**config.mk**
```make
export PLATFORM = sky130hd
export DESIGN_NAME = av2_forward_transform_4x4
export DESIGN_NICKNAME = d
export VERILOG_FILES = /design/src/rtl/av2_forward_transform_4x4.sv
export SDC_FILE = /design/constraint.sdc
export NUM_CORES = 2
export LEC_CHECK = 0
export CAP_MARGIN = 20
export CORE_ASPECT_RATIO = 0.5
export CORE_MARGIN = 2
export CORE_UTILIZATION = 60
export CTS_CLUSTER_SIZE = 30
export DETAILED_ROUTE_END_ITERATION = 12
export GPL_ROUTABILITY_DRIVEN = 0
export PLACE_DENSITY = 0.83
export SETUP_SLACK_MARGIN = 0.05
export SLEW_MARGIN = 30
export SYNTH_ARGS = -nofsm -noshare
export SYNTH_HDL_FRONTEND = slang
export SYNTH_SLANG_ARGS = --single-unit
```
**constraint.sdc**
```tcl
create_clock -name clk -period 17.26 [get_ports clk]
set_input_delay 4.315 -clock clk [delete_from_list [all_inputs] [get_ports clk]]
set_output_delay 4.315 -clock clk [all_outputs]
set_load 0.02 [all_outputs]
```
**src/rtl/av2_forward_transform_4x4.sv**
```systemverilog
// rtl/av2_forward_transform_4x4.sv - 4x4 forward DCT/identity transform, row pass on load, 4-cycle column pass, streamed output
module av2_forward_transform_4x4 #(
  parameter int IN_W  = 16,
  parameter int MID_W = 18,
  parameter int OUT_W = 16
) (
  input  logic               clk,
  input  logic               rst_n,
  input  logic [3:0]         tx_type,
  input  logic               in_valid,
  output logic               in_ready,
  input  logic [4*IN_W-1:0]  in_row,
  output logic               out_valid,
  input  logic               out_ready,
  output logic [4*OUT_W-1:0] out_row,
  output logic [1:0]         out_row_idx,
  output logic               busy,
  output logic               done
);

  localparam int ACC_W = 40;
  typedef logic signed [ACC_W-1:0] acc_t;
  typedef enum logic [1:0] {LOAD, COL, SEND} state_t;

  localparam acc_t MID_MAX = (acc_t'(1) <<< (MID_W - 1)) - acc_t'(1);
  localparam acc_t MID_MIN = -MID_MAX - acc_t'(1);
  localparam acc_t OUT_MAX = (acc_t'(1) <<< (OUT_W - 1)) - acc_t'(1);
  localparam acc_t OUT_MIN = -OUT_MAX - acc_t'(1);

  // Butterfly plus fixed-point rotation; rounding is floor((p + 2048) / 4096).
  function automatic logic [4*ACC_W-1:0] dct4(input acc_t x0, input acc_t x1,
                                              input acc_t x2, input acc_t x3);
    acc_t s0, s1, s2, s3, y0, y1, y2, y3;
    s0 = x0 + x3;
    s1 = x1 + x2;
    s2 = x1 - x2;
    s3 = x0 - x3;
    y0 = ((s0 + s1) * acc_t'(2896) + acc_t'(2048)) >>> 12;
    y2 = ((s0 - s1) * acc_t'(2896) + acc_t'(2048)) >>> 12;
    y1 = (s2 * acc_t'(1567) + s3 * acc_t'(3784) + acc_t'(2048)) >>> 12;
    y3 = (s3 * acc_t'(1567) - s2 * acc_t'(3784) + acc_t'(2048)) >>> 12;
    return {y3, y2, y1, y0};
  endfunction

  function automatic logic signed [MID_W-1:0] sat_mid(input acc_t v);
    if (v > MID_MAX)      return {1'b0, {(MID_W-1){1'b1}}};
    else if (v < MID_MIN) return {1'b1, {(MID_W-1){1'b0}}};
    else                  return v[MID_W-1:0];
  endfunction

  function automatic logic signed [OUT_W-1:0] sat_out(input acc_t v);
    if (v > OUT_MAX)      return {1'b0, {(OUT_W-1){1'b1}}};
    else if (v < OUT_MIN) return {1'b1, {(OUT_W-1){1'b0}}};
    else                  return v[OUT_W-1:0];
  endfunction

  state_t state, state_nxt;
  logic [1:0] row_cnt, col_cnt, out_cnt;
  logic [3:0] tx_type_q;
  logic signed [MID_W-1:0] tbuf [4][4];
  logic signed [OUT_W-1:0] coef [4][4];
  logic signed [MID_W-1:0] row_mid [4];
  logic signed [OUT_W-1:0] col_out [4];
  logic in_fire, out_fire, row_idtx, col_idtx;
  logic [4*ACC_W-1:0] row_y, col_y;
  acc_t xr [4];
  acc_t xc [4];

  assign in_fire  = in_valid && in_ready;
  assign out_fire = out_valid && out_ready;
  // Row 0 sees tx_type live; later rows use the value latched with row 0.
  assign row_idtx = ((row_cnt == 2'd0) ? tx_type : tx_type_q) == 4'd7;
  assign col_idtx = tx_type_q == 4'd7;

  always_comb begin
    acc_t t;
    for (int j = 0; j < 4; j++) xr[j] = acc_t'($signed(in_row[j*IN_W +: IN_W]));
    row_y = dct4(xr[0], xr[1], xr[2], xr[3]);
    for (int j = 0; j < 4; j++) begin
      t = row_y[j*ACC_W +: ACC_W];
      row_mid[j] = row_idtx ? sat_mid(xr[j]) : sat_mid(t);
    end
  end

  always_comb begin
    acc_t t;
    for (int k = 0; k < 4; k++) xc[k] = acc_t'(tbuf[k][col_cnt]);
    col_y = dct4(xc[0], xc[1], xc[2], xc[3]);
    for (int k = 0; k < 4; k++) begin
      t = col_y[k*ACC_W +: ACC_W];
      col_out[k] = col_idtx ? sat_out(xc[k]) : sat_out(t);
    end
  end

  always_ff @(posedge clk or negedge rst_n) begin
    if (!rst_n) state <= LOAD;
    else        state <= state_nxt;
  end

  always_comb begin
    state_nxt = state;
    case (state)
      LOAD:    if (in_fire && row_cnt == 2'd3) state_nxt = COL;
      COL:     if (col_cnt == 2'd3) state_nxt = SEND;
      SEND:    if (out_fire && out_cnt == 2'd3) state_nxt = LOAD;
      default: state_nxt = LOAD;
    endcase
  end

  always_comb begin
    in_ready    = state == LOAD;
    out_valid   = state == SEND;
    busy        = !(state == LOAD && row_cnt == 2'd0);
    out_row_idx = out_cnt;
    out_row     = '0;
    if (state == SEND)
      for (int j = 0; j < 4; j++) out_row[j*OUT_W +: OUT_W] = coef[out_cnt][j];
  end

  always_ff @(posedge clk or negedge rst_n) begin
    if (!rst_n) begin
      row_cnt   <= '0;
      col_cnt   <= '0;
      out_cnt   <= '0;
      tx_type_q <= '0;
      done      <= 1'b0;
      for (int i = 0; i < 4; i++)
        for (int j = 0; j < 4; j++) begin
          tbuf[i][j] <= '0;
          coef[i][j] <= '0;
        end
    end else begin
      done <= (state == SEND) && out_fire && out_cnt == 2'd3;
      if (state == LOAD && in_fire) begin
        if (row_cnt == 2'd0) tx_type_q <= tx_type;
        for (int j = 0; j < 4; j++) tbuf[row_cnt][j] <= row_mid[j];
        row_cnt <= row_cnt + 2'd1;
      end
      if (state == COL) begin
        for (int k = 0; k < 4; k++) coef[k][col_cnt] <= col_out[k];
        col_cnt <= col_cnt + 2'd1;
      end
      if (state == SEND && out_fire) out_cnt <= out_cnt + 2'd1;
    end
  end

endmodule

```
; Word-level counts from Yosys, hierarchy flattened
; Index checks and enable logic that the tools add are counted.
[op_classes]
eq_ne = 10
bitwise = 3
n_lt_le_gt_ge = 37
n_mux = 79
add_sub_neg = 27
reduce_logical = 14
mul = 12
[ops]
columns = op, n
row1 = bitwise mux 288 bit, 4
row2 = demux 72 bit (select 2 bit), 4
row3 = two-way mux 18 bit, 29
row4 = two-way mux 16 bit, 21
row5 = bitwise mux 64 bit, 4
row6 = two-way mux 64 bit, 3
row7 = binary-select mux 18 bit (select 2 bit), 4
row8 = adder 33 x 13 -> 34 bit (second input constant), 4
row9 = adder 31 x 13 -> 32 bit (second input constant), 4
row10 = binary-select mux 64 bit (select 2 bit), 1
row11 = > comparator 22 x 16 -> 1 bit (second input constant), 4
row12 = less-than comparator 22 x 16 -> 1 bit (second input constant), 4
row13 = > comparator 20 x 18 -> 1 bit (second input constant), 4
row14 = less-than comparator 20 x 18 -> 1 bit (second input constant), 4
row15 = > comparator 16 x 18 -> 1 bit (second input constant), 4
row16 = > comparator 18 x 16 -> 1 bit (second input constant), 4
row17 = less-than comparator 16 x 18 -> 1 bit (second input constant), 4
row18 = less-than comparator 18 x 16 -> 1 bit (second input constant), 4
row19 = two-way mux 72 bit, 1
row20 = multiplier 19 x 12 -> 31 bit (second input constant), 2
row21 = multiplier 17 x 12 -> 29 bit (second input constant), 2
row22 = multiplier 19 x 10 -> 29 bit (second input constant), 2
row23 = multiplier 20 x 9 -> 29 bit (second input constant), 2
row24 = multiplier 17 x 10 -> 27 bit (second input constant), 2
row25 = 32 further kinds, 61
[word_totals]
register_bits = 557
input_bits = 72
elab_cells = 220

; Longest topological paths before layout
[depth]
word_depth = 13
mapped_depth = 56
depth_no_buf = 54

; Worst setup path after synthesis
; OpenSTA, ideal clock, no wires.
[synth_path]
kind = input -> register
from = in in_row[16]
to = reg tbuf[144] in the netlist's numbering
path_buffers = 1
setup_ps = 83
required_time_ps = 17177
t_arrival_ps = 16860
setup_slack_ps = 317
cell_stages = 52
path_cell_list = inv_1 -> ha_1 -> inv_1 -> fa_1 -> a21o_1 -> a21oi_1 -> o21ai_0 -> a31o_2 -> a41oi_1 -> a21oi_1 -> a41oi_1 -> a31oi_1 -> inv_1 -> ha_1 -> inv_1 -> fa_1 -> fa_1 -> inv_1 -> (+16 left out) -> inv_1 -> fa_1 -> inv_1 -> ha_1 -> ha_1 -> nand3_1 -> nor2_1 -> and3_1 -> nand3_1 -> a21oi_1 -> a211oi_1 -> o21ai_0 -> and2_1 -> o31ai_1 -> clkbuf_1 -> a211oi_1 -> o21bai_1 -> o21ai_0
[synth_between]
elab_chain_cells = 12
word_cells_on_any_way = 42
[synth_lines]
columns = item, line_no
row1 = "start, declared", 12  ; input logic [4*IN_W-1:0] in_row,
row2 = adder 16 x 16 -> 17 bit, 35  ; s1 = x1 + x2;
row3 = adder 17 x 17 -> 18 bit, 38  ; y0 = ((s0 + s1) * acc_t'(2896) + acc_t'(2048)) >>> 12;
row4 = multiplier 18 x 9 -> 27 bit, 38
row5 = adder 31 x 13 -> 32 bit, 38
row6 = less-than comparator 20 x 18 -> 1 bit, 47  ; else if (v < MID_MIN) return {1'b1, {(MID_W-1){1'b0}}};
row7 = two-way mux 18 bit, 47
row8 = two-way mux 18 bit, 46  ; if (v > MID_MAX) return {1'b0, {(MID_W-1){1'b1}}};
row9 = two-way mux 18 bit, 81  ; row_mid[j] = row_idtx ? sat_mid(xr[j]) : sat_mid(t);
row10 = bitwise mux 288 bit (3 in series), 136  ; for (int j = 0; j < 4; j++) tbuf[row_cnt][j] <= row_mid[j];
row11 = bitwise mux 288 bit *, 136
row12 = "end signal, assigned by index", 129  ; tbuf[i][j] <= '0;
row13 = "end, declared", 60  ; logic signed [MID_W-1:0] tbuf [4][4];
; Mark *: on every way between the ends. The rest lies on a longest branch, timed or not.
; A chain may end at the register's enable or synchronous reset.

; Final worst setup path
[layout_path]
from = in in_row[33]
to = reg tbuf[218] in the netlist's numbering
; Same word-level chain as after synthesis.

==> results_dict.tcl <==
set metrics [dict create \
    ys_types 100 \
    syn_area_sq_um 83780 \
    yosysWarnings 0 \
    track_usage_pct 33.86 \
    period_minus_slack_ns 16.52 \
    dieArea_sq_um 142800 \
    layout_common_cells "inv_1 (1501), ha_1 (1291), fa_1 (896), nand2_1 (633), dfrtp_1 (553)" \
    place_hpwl_um 195700 \
    num_rows 96 \
    synth_edf_count 0 \
    setup.worst_path.start_class "input port" \
    hold_buffers 0 \
    clock_sinks 557 \
    fin_skew_ns 0.02916 \
    avgViaCountPerCell 6.187 \
    path_max_fanout 17 \
    clock-root-buffer "clkbuf_16" \
    status "complete, no violations" \
    layout.nets 11220 \
    crit_start "in_row[33]" \
    async_flop_share_pct 100.0 \
    layout-drive-gt1-share_pct 5.522 \
    slew_viol_final 0 \
    end_kind "flip-flop" \
    cts_setup_buffers 0 \
    fp.dieH_um 268.2 \
    synth-seq-cells 557 \
    cts_inserted_buffers 55 \
    grt_pass1_vias 68300 \
    cp.arrival_ns 17.07 \
    reg2reg_from "col_cnt[0]" \
    drt_iter0_drc 6649 \
    drtAntennaViolNets 0 \
    slowest_delay_ns 0.54 \
    hold_class "flip-flop to flip-flop" \
    rsz0062_at_grt "false" \
    die_w_um 532.5 \
    coreArea_sq_um 137900 \
    critical-path-top-cell-by-count "inv_1" \
    grt_max_degree 111 \
    register_area_sq_um 13950 \
    tightest_slew_ns 1.084 \
    slowest_stage "clkdlybuf4s50_1" \
    vias 67220 \
    synth_fp_nets 11190 \
    syn_avg_cell_area_sq_um 9.376 \
    wl_per_cell_um 22.27 \
    grt_pass1_wl_um 378200 \
    cts_tree "yes" \
    ctsResizeCount 0 \
    synth-main-ff-cell "dfrtp_1" \
    setup_viol 0 \
    io_buffers 141 \
    dr.pass1.iters 8 \
    maxSlewHeadroom_pct 27.76 \
    start_util_pct 60.76 \
    cp.required_ns 17.80 \
    synthToLayoutAreaGrowth_pct 6.894 \
    drc_errors 0 \
    critical_path_class "input port to flip-flop" \
    cts_buffer_depth 3 \
    syn_inst 8935 \
    cts.htree.levels 2 \
    path_clk_slew_ns 0.06 \
    worstHoldStart "coef[78]" \
    fin_crit_sh_pct 95.73 \
    ios 142 \
    max_cap_violations 0 \
    routed_wl_um 241900 \
    ys_seq_area_share_pct 16.64 \
    clock.fmax_ghz 0.06052 \
    fill_cells 10560 \
    holdWs_ns 0.4763 \
    clock_latency_ns 0.65 \
    multi_input_area_sq_um 63350 \
    final_common_cell "inv_1" \
    antenna_found_initial 10 \
    hold_viol_final 0 \
    tns_ns 0 \
    grt_overflow 0 \
]
cells by family (layout without fill, tap and decap cells):
| kind of cell | Yosys count | in the layout | synth area share [%] |
|---|---|---|---|
| adders and majority gates | 2189 | 2189 | 40.72 |
| other | 0 | 2 | 0 |
| buffers and inverters | 1800 | 1865 | 8.101 |
| muxes | 280 | 280 | 5.400 |
| AOI/OAI and AO/OA | 1808 | 1808 | 13.56 |
| and+or+nand+nor | 1763 | 1763 | 9.957 |
| xor gates and xnor gates | 538 | 538 | 5.633 |
| DFF | 557 | 557 | 16.64 |
state kept, by name (all words and copies together), names as in the netlist:
name / cells
tbuf: 288
coef: 256
tx_type_q: 4
col_cnt: 2
out_row_idx: 2
row_cnt: 2
state: 2
done: 1
critical path: cells and delay by family:
kind	cells	cell delay, ns
and+or+nand+nor	7	1.23
xor gates and xnor gates	3	0.54
muxes	1	0.37
AOI/OAI and AO/OA	22	4.05
adders and majority gates	13	5.01
buffers and inverters	11	1.48
per-layer routing:
metal | GRT usage (%) | wire (um)
met1 | 42.92 | 92580
met5 | 0 | 161
met3 | 10.08 | 28560
met4 | 16.57 | 13630
met2 | 53.29 | 107000
Yosys cell counts, types with 59 or more instances:
cell	number	share of area (%)
nor2_1	379	1.7
nor2b_1	59	0.44
mux4_2	136	3.7
a21o_1	155	1.4
nand2b_1	68	0.51
clkbuf_1	249	1.1
and2_1	109	0.81
a31oi_1	163	1.2
o21ai_0	516	3.1
a21oi_1	424	2.5
dfrtp_1	557	17
fa_1	896	21
o21bai_1	77	0.69
nand3_1	147	0.88
xor2_1	175	1.8
mux2i_1	128	1.5
o31ai_1	98	0.88
ha_1	1291	19
nor3_1	105	0.63
xnor2_1	362	3.8
inv_1	1501	6.7
nand2_1	641	2.9
layout make-up:
class	count	area share, %
clock buffers	79	1.795
flip-flops and latches	557	15.58
multi-input cells	6578	70.74
clock inverters	20	0.2948
well taps	1862	2.601
diodes	2	0.005589
inverters	1502	6.296
repair buffers	264	2.688
stage by stage:
| stage | util (%) | cells | setup slack [ns] | cell area, sq um |
|---|---|---|---|---|
| 3_3_place_gp | 63.44 | 10760 | 0.2350 | 87490 |
| 2_1_floorplan | - | 8935 | 0.3172 | 83780 |
| 6_report | 64.94 | 10860 | 0.7377 | 89550 |
| 5_1_grt | 64.94 | 10860 | 0.1257 | 89550 |
| 4_1_cts | 64.84 | 10860 | 0.5037 | 89400 |
| 3_5_place_dp | 63.48 | 10760 | -0.1070 | 87530 |
path summary, 6_finish.rpt:
path	end	slack, ns	depth (start not counted)
min in group asynchronous	tbuf[144]	3.75	1
min	coef[78]	0.48	2
max in group asynchronous	coef[138]	10.79	4
max reg2reg	coef[9]	1.68	50
min reg2reg	coef[78]	0.48	2
max	tbuf[218]	0.74	57
Power is left out: the tool's default activity adds up to more than one toggle a clock period on the data nets, which glitch-free logic cannot reach.
